File: src/rtl/rx_guess_ctrl.sv
// rx_guess_ctrl: frames a header byte followed by a guess letter from uart_rx,
// validates and uppercases the letter, holds it for the game logic, and
// tracks parity / bad-letter / timeout events in a saturating counter.
module rx_guess_ctrl #(
  parameter logic [7:0]  HDR_BYTE     = 8'h47,
  parameter int unsigned TIMEOUT_CLKS = 12500
) (
  input  logic       clk,
  input  logic       nRst,
  input  logic       enable,
  input  logic       rx_ready,
  input  logic [7:0] rx_byte,
  input  logic       parity_err,
  input  logic       game_ack,
  input  logic       err_clr,
  output logic       rec_ready,
  output logic [7:0] guess,
  output logic       guess_valid,
  output logic       timeout,
  output logic [3:0] err_count
);

  localparam int unsigned TW = (TIMEOUT_CLKS > 2) ? $clog2(TIMEOUT_CLKS) : 1;
  localparam logic [TW-1:0] TIMER_LAST = TW'(TIMEOUT_CLKS - 1);
  localparam logic [3:0] ERR_MAX = 4'hF;

  typedef enum logic [1:0] {
    WAIT_HDR = 2'd0,
    WAIT_LTR = 2'd1,
    CHECK    = 2'd2,
    HOLD     = 2'd3
  } state_t;

  state_t        state_q, state_d;
  logic          en_q;
  logic [TW-1:0] timer_q, timer_d;
  logic [7:0]    ltr_q, ltr_d;
  logic [7:0]    guess_d;
  logic          err_inc;
  logic          timeout_d;
  logic          rx_acc;

  // Next-state, timer, letter latch and event decode
  always_comb begin
    state_d   = state_q;
    timer_d   = '0;
    ltr_d     = ltr_q;
    guess_d   = guess;
    err_inc   = 1'b0;
    timeout_d = 1'b0;
    rx_acc    = rx_ready & rec_ready;

    if (!en_q) begin
      state_d = WAIT_HDR;
    end else begin
      case (state_q)
        WAIT_HDR: begin
          if (rx_acc) begin
            if (parity_err) begin
              err_inc = 1'b1;
            end else if (rx_byte == HDR_BYTE) begin
              state_d = WAIT_LTR;
            end
          end
        end
        WAIT_LTR: begin
          // A byte arriving on the expiry cycle wins over the timeout
          if (rx_acc) begin
            if (parity_err) begin
              err_inc = 1'b1;
              state_d = WAIT_HDR;
            end else if (rx_byte == HDR_BYTE) begin
              timer_d = '0;
            end else begin
              ltr_d   = rx_byte;
              state_d = CHECK;
            end
          end else if (timer_q == TIMER_LAST) begin
            timeout_d = 1'b1;
            err_inc   = 1'b1;
            state_d   = WAIT_HDR;
          end else begin
            timer_d = timer_q + TW'(1);
          end
        end
        CHECK: begin
          if (ltr_q >= 8'h41 && ltr_q <= 8'h5A) begin
            guess_d = ltr_q;
            state_d = HOLD;
          end else if (ltr_q >= 8'h61 && ltr_q <= 8'h7A) begin
            guess_d = ltr_q - 8'h20;
            state_d = HOLD;
          end else begin
            err_inc = 1'b1;
            state_d = WAIT_HDR;
          end
        end
        HOLD: begin
          if (game_ack) state_d = WAIT_HDR;
        end
        default: state_d = WAIT_HDR;
      endcase
    end
  end

  // State, timer and registered outputs
  always_ff @(posedge clk or negedge nRst) begin
    if (!nRst) begin
      state_q     <= WAIT_HDR;
      en_q        <= 1'b0;
      timer_q     <= '0;
      ltr_q       <= 8'h00;
      guess       <= 8'h00;
      guess_valid <= 1'b0;
      timeout     <= 1'b0;
      rec_ready   <= 1'b0;
    end else begin
      state_q     <= state_d;
      en_q        <= enable;
      timer_q     <= timer_d;
      ltr_q       <= ltr_d;
      guess       <= guess_d;
      guess_valid <= (state_d == HOLD);
      timeout     <= timeout_d;
      rec_ready   <= enable && (state_d == WAIT_HDR || state_d == WAIT_LTR);
    end
  end

  // Saturating error counter; clear wins over a same-cycle event
  always_ff @(posedge clk or negedge nRst) begin
    if (!nRst) begin
      err_count <= 4'h0;
    end else if (err_clr) begin
      err_count <= 4'h0;
    end else if (err_inc && err_count != ERR_MAX) begin
      err_count <= err_count + 4'h1;
    end
  end

endmodule

File: config.mk
export PLATFORM = sky130hd
export DESIGN_NAME = rx_guess_ctrl
export DESIGN_NICKNAME = d
export VERILOG_FILES = /design/src/rtl/rx_guess_ctrl.sv
export SDC_FILE = /design/constraint.sdc
export NUM_CORES = 1
export LEC_CHECK = 0
export CAP_MARGIN = 40
export CORE_UTILIZATION = 57
export CTS_CLUSTER_DIAMETER = 100
export DETAILED_ROUTE_END_ITERATION = 7
export GPL_TIMING_DRIVEN = 0
export HOLD_SLACK_MARGIN = 0.1
export PLACE_DENSITY = 0.84
export SETUP_SLACK_MARGIN = 0.3
export SKIP_LAST_GASP = 1
export SLEW_MARGIN = 20
export SYNTH_ARGS = -nofsm -noshare
export SYNTH_HDL_FRONTEND = slang
export SYNTH_SLANG_ARGS = --single-unit
File: constraint.sdc
create_clock -name clk -period 5.2 [get_ports clk]
set_input_delay 0.52 -clock clk [delete_from_list [all_inputs] [get_ports clk]]
set_output_delay 0.52 -clock clk [all_outputs]
set_load 0.05 [all_outputs]
==> results.txt, run 1 <==
- Initial antenna violation count: 0
- Largest net degree at the start of global routing: 33
- The first routing iteration left 89 violations.
- The final critical path takes up 44.51% of the cycle.
- Yosys attributes the largest share of cell area to sky130_fd_sc_hd__dfrtp_1 52%, sky130_fd_sc_hd__mux2_2 8.3%, sky130_fd_sc_hd__nor2_1 3.9%.
- The HPWL after detailed placement is 2704 microns.
- The number of hold-slack violations in the final timing report was 0.
- Die ar.: 3585 sq um
- From synthesis to final layout, the design area changed by 22.61%.
- Register-to-Register Setup Slack: 2.89 ns
* Vias in the first global route: 1,399
- GP Congestion: between 0.8 and 0.9
- Setup tns final: 0 ns
* Number of nets in the layout: between 200 and 250
- A synthesized cell averages between 10 and 15 sq um.
* Power per standard cell area: around 220 nW/um^2
* Width of the die: 59.88 microns
- Cell depth of the worst min-delay path: 1
- After detailed routing, the total wire length is 3654 microns.
- Summed over all instances, the cell type with the most area after synthesis is sky130_fd_sc_hd__dfrtp_1.
* Top cell type's share of synthesized area: 52.42%
* Slew at the pin closest to its max-slew limit: roughly 0.52 ns
- Total Power Consumption: just over 0.0005 W
- Critical R2R Launch: ltr_q[2]$_DFFE_PN0P_
- Slew HR: roughly two thirds
* Number of failing setup endpoints in the final timing report: 0
- Dividing the detail-routed via count by the number of cells gives 5.478.
* Count of unique library cells instantiated by Yosys: 35
- Count of buffers added by post-CTS timing repair for setup: 0
* Placement row count: 20
* Synthesized netlist cell count: 172
- The clock net in this run drives a total of 40 sinks.
- Gr ovfl total: 0
* Count of input and output buffers: 29
- Count of warnings emitted by yosys: 0
- Clock period minus worst slack: 2.314 ns
- The worst hold path terminates at timer_q[0]$_DFF_PN0_.
- On the final layout, the worst clock skew is 0.01361 ns.
- Clock-pin slew was measured on the worst setup and hold paths at 0.12 ns.
* All-Layer GR Usage: 23.61%
- The pre-antenna-repair detailed-routing pass consisted of 4 iterations.
- At the worst endpoint, the arrival time is 2.57 ns.
- Residual DRC count: 0
- R2R depth: 6
- After synthesis, flip-flops and latches occupy 52.42% of the total area.
- Antenna Diode Count: 0
- Critical path peak fanout: 6
- Fill cells in the final layout number 231.
* Status: finished clean
- The count of final max-slew check failures is 0.
- Std-Cell Core Area: around 3100 sq um
- The clock passes through at most 2 buffers.
- Remaining antenna violation count after routing: 0
* Classification of the worst setup path: flip-flop to flip-flop
- Share of post-route cells with drive strength above 1: 14.69%
* Cts bufs inserted: 5
- Source-to-sink clock delay at the later pin of the worst-skew pair: 0.36 ns
* DIE HEIGHT: 59.88 microns
- Launch point of the worst hold path: timer_q[0]$_DFF_PN0_
- Counting every net in the synthesized netlist gives 191.
- Leakage dissipation: 1.047 nW
* Count of state elements after synthesis: 40
- Maximum clock frequency: 432.1 MHz
- Reported max-cap violation count: 0
- Cell area after technology mapping: 1909 sq um
* Endpoint of the lowest-slack register-to-register path: err_count[3]$_DFFE_PN0P_
- First-pass GRT wire length: 6009 microns
- In this run the count of I/O pins placed on the die edge is 30.
- Setup repair after global routing left no endpoint under its margin.
* Min-Delay Path Class: flip-flop to flip-flop
- Dividing the detail-routed wire length by the instance count gives 14.33 microns.
* Clk Tree Root Cell: sky130_fd_sc_hd__clkbuf_4
* Number of levels the H-tree was split into: 2
* Crit. End Element: flip-flop
- Effective utilization at floorplan: 61.53%
- Via count of the routed design: 1,397
- Clock tree from TritonCTS: yes
* Nature of the critical path startpoint: flip-flop
* Worst Path Required: 5.46 ns
- VDD sags by at most 0.1748 mV.
-- per-layer routing --
layer	global-route usage (%)	part of all wire, %	up-vias
met4	12.62	2.2	0
met5	0	0	-
li1	-	-	685
met2	40.48	51	33
met1	26.99	43	670
met3	5.844	3.5	9
-- Yosys cell counts --
cell and n:
sky130_fd_sc_hd__and3_1 4, sky130_fd_sc_hd__or4_4 1, sky130_fd_sc_hd__dfrtp_1 40, sky130_fd_sc_hd__nand2_2 1
sky130_fd_sc_hd__clkbuf_1 4, sky130_fd_sc_hd__o21bai_1 1, sky130_fd_sc_hd__nor2_1 20, sky130_fd_sc_hd__and4b_1 1
sky130_fd_sc_hd__and2_1 2, sky130_fd_sc_hd__o211ai_1 1, sky130_fd_sc_hd__mux2_1 1, sky130_fd_sc_hd__nor2b_1 5
sky130_fd_sc_hd__mux2_2 14, sky130_fd_sc_hd__nor4_1 2, sky130_fd_sc_hd__nand4b_1 2, sky130_fd_sc_hd__a21oi_1 8
sky130_fd_sc_hd__o21ai_0 2, sky130_fd_sc_hd__nand2b_1 2, sky130_fd_sc_hd__ha_1 4, sky130_fd_sc_hd__xor2_1 8
sky130_fd_sc_hd__xnor2_1 4, sky130_fd_sc_hd__a21bo_2 1, sky130_fd_sc_hd__nand4_1 6, sky130_fd_sc_hd__o221ai_4 1
sky130_fd_sc_hd__and2b_1 1, sky130_fd_sc_hd__o21a_1 1, sky130_fd_sc_hd__mux2_4 1, sky130_fd_sc_hd__nor4b_1 2
sky130_fd_sc_hd__and3b_1 1, sky130_fd_sc_hd__nand2_1 9, sky130_fd_sc_hd__nor2_2 1, sky130_fd_sc_hd__nor3_1 6
sky130_fd_sc_hd__o311ai_4 1, sky130_fd_sc_hd__nand3_1 9, sky130_fd_sc_hd__inv_1 5
-- through the flow --
step	hold WS, ns	instances	instance area (sq um)	utilization (%)	setup slack (ns)
final	0.5082	255	2341	75.44	2.886
after global placement	0.4784	245	2255	72.66	2.722
after detailed placement	0.3956	246	2270	73.15	2.780
after floorplan	0.2244	172	1909	-	3.050
after CTS	0.5149	255	2341	75.44	2.886
after global routing	0.5328	255	2341	75.44	2.772
-- worst max-delay path by stage --
stage                              start                  endpoint  slack (ns)
global placement                    nRst       rec_ready$_DFF_PN0_        2.72
floorplan           ltr_q[2]$_DFFE_PN0P_  err_count[3]$_DFFE_PN0P_        3.05
finish              ltr_q[2]$_DFFE_PN0P_  err_count[3]$_DFFE_PN0P_        2.89
detailed placement            rx_byte[7]      ltr_q[1]$_DFFE_PN0P_        2.78
global route        timer_q[0]$_DFF_PN0_  err_count[3]$_DFFE_PN0P_        2.77
CTS                 ltr_q[2]$_DFFE_PN0P_  err_count[3]$_DFFE_PN0P_        2.89
-- where the power goes --
group          internal [W]  leakage, nW  switching, W   total, W
combinational     0.0000149        0.454     0.0000151  0.0000300
sequential         0.000312        0.554    0.00000127   0.000313
clock             0.0000644       0.0380      0.000102   0.000166
total              0.000391         1.05      0.000118   0.000510
-- cell usage in the layout (no fill, tap or decap), drive strengths merged, types with 5 or more instances in the layout --
cell and n:
nand2 10, inv 5, xor2 8, nor3 6, nand4 6, nand3 9, nor2 21, nor2b 5
dfrtp 40, a21oi 8, clkbuf 10, clkdlybuf4s50 28, mux2 16
-- state kept, by name, summed over array words and instances, names as in the netlist --
signal and flops:
timer_q 14, guess 8, ltr_q 8, err_count 4, state_q 2, en_q 1
guess_valid 1, rec_ready 1, timeout 1
-- area by class of cell --
class                      count  area [sq um]  area share, %
sequential                    40          1001          42.76
multi-input combinational    123         874.6          37.36
timing repair buffer          31         315.3          13.47
tap                           44         55.05          2.352
clock buffer                   6         51.30          2.191
inverter                       5         18.77         0.8017
buffer                         4         15.01         0.6414
clock inverter                 2         10.01         0.4276
-- worst max-delay path: stages, from the launching register on --
cell and delay [ns]:
sky130_fd_sc_hd__dfrtp_1 0.43, sky130_fd_sc_hd__or4_4 0.55, sky130_fd_sc_hd__o221ai_4 0.26, sky130_fd_sc_hd__nor2_2 0.09, sky130_fd_sc_hd__o311ai_4 0.38, sky130_fd_sc_hd__and2b_1 0.18, sky130_fd_sc_hd__mux2_1 0.32
-- cells by family after synthesis --
kind of cell / count (synthesis) / share of synthesized area, %
buf+inv: 9 / 1.769
xor+xnor: 12 / 5.505
mux: 16 / 9.633
flops: 40 / 52.42
compound gates: 16 / 7.078
fa+ha+maj: 4 / 2.621
simple gates: 75 / 20.97
-- what timing repair did --
action / CTS / global route
endpoints found under the hold margin: 8 / 0
hold buffers: 1 / 0
gates resized for setup: 0 / 0
setup endpoints to repair: 0 / 0
Power figures use the tool's default switching activity.
==> inputs of run 2 (changes only) <==
--- a/config.mk
+++ b/config.mk
@@ -6,12 +6,12 @@
 export NUM_CORES = 1
 export LEC_CHECK = 0
 export CAP_MARGIN = 40
-export CORE_UTILIZATION = 57
+export CORE_UTILIZATION = 53
 export CTS_CLUSTER_DIAMETER = 100
 export DETAILED_ROUTE_END_ITERATION = 7
 export GPL_TIMING_DRIVEN = 0
 export HOLD_SLACK_MARGIN = 0.1
-export PLACE_DENSITY = 0.84
+export PLACE_DENSITY = 0.79
 export SETUP_SLACK_MARGIN = 0.3
 export SKIP_LAST_GASP = 1
 export SLEW_MARGIN = 20
==> constraint.sdc (replaced) <==
create_clock -name clk -period 2.3 [get_ports clk]
set_input_delay 0.23 -clock clk [delete_from_list [all_inputs] [get_ports clk]]
set_output_delay 0.23 -clock clk [all_outputs]
set_load 0.05 [all_outputs]
==> results.txt, run 2 (same netlist as run 1, synthesis figures left out) <==
- After clock tree synthesis, the clock-pin slew on the worst setup and hold paths is 0.12 ns.
- Io pins: 30
- Std-Cell Core Area: 3390 sq um
* Flip-flop count of the largest register, all copies and words added: 14
* Worst Path Required: 2.55 ns
* R2R depth: 7
* Nature of the critical path startpoint: flip-flop
* Die ar.: roughly 3800 sq um
* Largest regs: timer_q (14), guess (8), ltr_q (8)
* Arrival time at the worst endpoint: about 2.4 ns
- Final hold violation count: 0
- Number of DRC violations after detailed-routing iteration 0: 26
- Detailed placement ended at an HPWL of 2729 microns.
* Slew HR: 66.22%
* Number of nets in the layout: 235
* Width of the die: 62.02 microns
* Leading cell types in the layout, fill and taps excluded: 40 x sky130_fd_sc_hd__dfrtp_1, 28 x sky130_fd_sc_hd__clkdlybuf4s50_1, 20 x sky130_fd_sc_hd__nor2_1, 14 x sky130_fd_sc_hd__mux2_2
- The worst setup path is captured at a flip-flop.
- Entering global routing, the biggest net connects 29 pins.
* Via count normalized by instance count: roughly 5.3
- Placement row count: 21
* Register-to-Register Setup Slack: around 0.17 ns
* Setup tns final: 0 ns
- Residual DRC count: 0
- The count of final max-slew check failures is 0.
* Slew at the pin closest to its max-slew limit: 0.5051 ns
* Number of sinks handled by clock tree synthesis: 40
- Once routing completed, OpenROAD measured the worst setup slack at 0.1669 ns.
* Area growth syn-to-layout: 28.24%
- Status: finished clean
* All-Layer GR Usage: 21.21%
- Via count of the routed design: 1,391
* CTS Buffer Depth: 2
- Critical R2R Launch: ltr_q[2]$_DFFE_PN0P_
* DIE HEIGHT: 62.02 microns
* Power per standard cell area: roughly 520 nW/um^2
- Worst-case setup slack after placement: just over 0.06 ns
* Setup repair after global routing missed its margin: yes
- The tool flagged a number of max-cap violations equal to 0.
* Aggregate routed wire length: 3595 microns
- Min-Delay Path Class: primary input to async pin
* Endpoint of the lowest-slack register-to-register path: err_count[0]$_DFFE_PN0P_
- Summed over all cells, the static leakage comes to about 1.1 nW.
- Once the floorplan was initialized, standard cells occupied ~56% of the core.
* First-pass iteration count of the detailed router: 4
- Maximum VDD drop: 0.4180 mV
* Source-to-sink clock delay at the later pin of the worst-skew pair: 0.35 ns
- Antenna Diode Count: 0
- The H-tree generated during clock tree synthesis spans 2 levels.
- Once detail routing completed, the nets flagged for antenna violations numbered 0.
* Vias in the first global route: 1,317
- The worst path in the final design needs a cycle of 2.133 ns, including I/O delays and setup.
- Count of input and output buffers: 29
- Cts bufs inserted: 5
- Register bank with the most flops: timer_q
* Classification of the worst setup path: flip-flop to flip-flop
- Setup violations remaining at the end of the flow were counted as 0.
- Initial antenna violation count: 0
- Critical path peak fanout: 5
- TritonCTS built the clock tree.
* Gr ovfl total: 0
- At the end of routability-driven placement, the weighted congestion stood at between 0.8 and 0.9.
* Worst clock skew: around 0.016 ns
* Post-layout util: 72.24%
- The first global-routing pass estimated 5768 microns of wire.
- Leaving out fill and tap cells, the most frequent cell in the layout is sky130_fd_sc_hd__dfrtp_1.
- Of the available clock period, the critical path in the final layout requires 92.74%.
* Mean routed wirelength per cell: 13.67 microns
* Share of post-route cells with drive strength above 1: 20.28%
- Maximum clock frequency: ~470 MHz
* Clk Tree Root Cell: sky130_fd_sc_hd__clkbuf_4
[run 2: through the flow]
step	power, W	cell area, sq um	hold slack, ns	cells
after floorplan	0.0007382	1909	-0.06559	172
after global placement	0.0007832	2257	0.4816	247
after detailed placement	0.0007889	2272	0.1408	248
after CTS	0.001282	2409	0.2807	261
after global routing	0.001321	2449	0.2869	263
final	0.001268	2449	0.2801	263
[run 2: worst max path at each step]
| stage | from | endpoint | slack, ns | cells after the start |
|---|---|---|---|---|
| floorplan | ltr_q[2]$_DFFE_PN0P_ | err_count[3]$_DFFE_PN0P_ | 0.19 | 6 |
| global placement | nRst | guess[0]$_DFFE_PN0P_ | 0.09 | 1 |
| detailed placement | ltr_q[2]$_DFFE_PN0P_ | err_count[3]$_DFFE_PN0P_ | 0.06 | 6 |
| CTS | ltr_q[2]$_DFFE_PN0P_ | err_count[0]$_DFFE_PN0P_ | 0.11 | 7 |
| global route | ltr_q[2]$_DFFE_PN0P_ | guess[4]$_DFFE_PN0P_ | 0.11 | 6 |
| finish | ltr_q[2]$_DFFE_PN0P_ | err_count[0]$_DFFE_PN0P_ | 0.17 | 7 |
[run 2: repair_timing]
item | in CTS | in global routing
resized for setup | 3 | 6
endpoints found under the hold margin | 40 | 0
setup endpoints to repair | 18 | 19
hold buffers | 1 | 0
pin swaps | 2 | 3
setup buffers | 4 | 2
[run 2: layout make-up]
type	count	area [sq um]
Clock inverter	2	38.79
Sequential cell	40	1001
Buffer	4	17.52
Timing Repair Buffer	37	364.1
Clock buffer	6	51.30
Fill cell	232	940.9
Tap cell	46	57.56
Inverter	5	18.77
Multi-Input combinational cell	123	899.6
[run 2: report_power, final]
group | leakage [nW] | switching (W) | total [W] | internal, W
registers | 0.554 | 0.00000301 | 0.000709 | 0.000706
logic | 0.499 | 0.0000335 | 0.0000685 | 0.0000350
clock network | 0.0484 | 0.000230 | 0.000491 | 0.000260
total | 1.10 | 0.000267 | 0.00127 | 0.00100
[run 2: critical path, cell delays in order, from the launching register on]
cell	delay (ns)
sky130_fd_sc_hd__dfrtp_1	0.40
sky130_fd_sc_hd__or4_4	0.55
sky130_fd_sc_hd__o221ai_4	0.26
sky130_fd_sc_hd__nor2_2	0.09
sky130_fd_sc_hd__o311ai_4	0.25
sky130_fd_sc_hd__buf_6	0.15
sky130_fd_sc_hd__nand2_2	0.05
sky130_fd_sc_hd__mux2_4	0.29
[run 2: metal layers]
metal  vias up  track usage (%)  part of all wire [%]
li1        690                -                     -
met1       672            24.23                    44
met2        21            36.63                    51
met3         8            6.418                   3.0
met4         0            9.206                   1.8
met5         -                0                     0
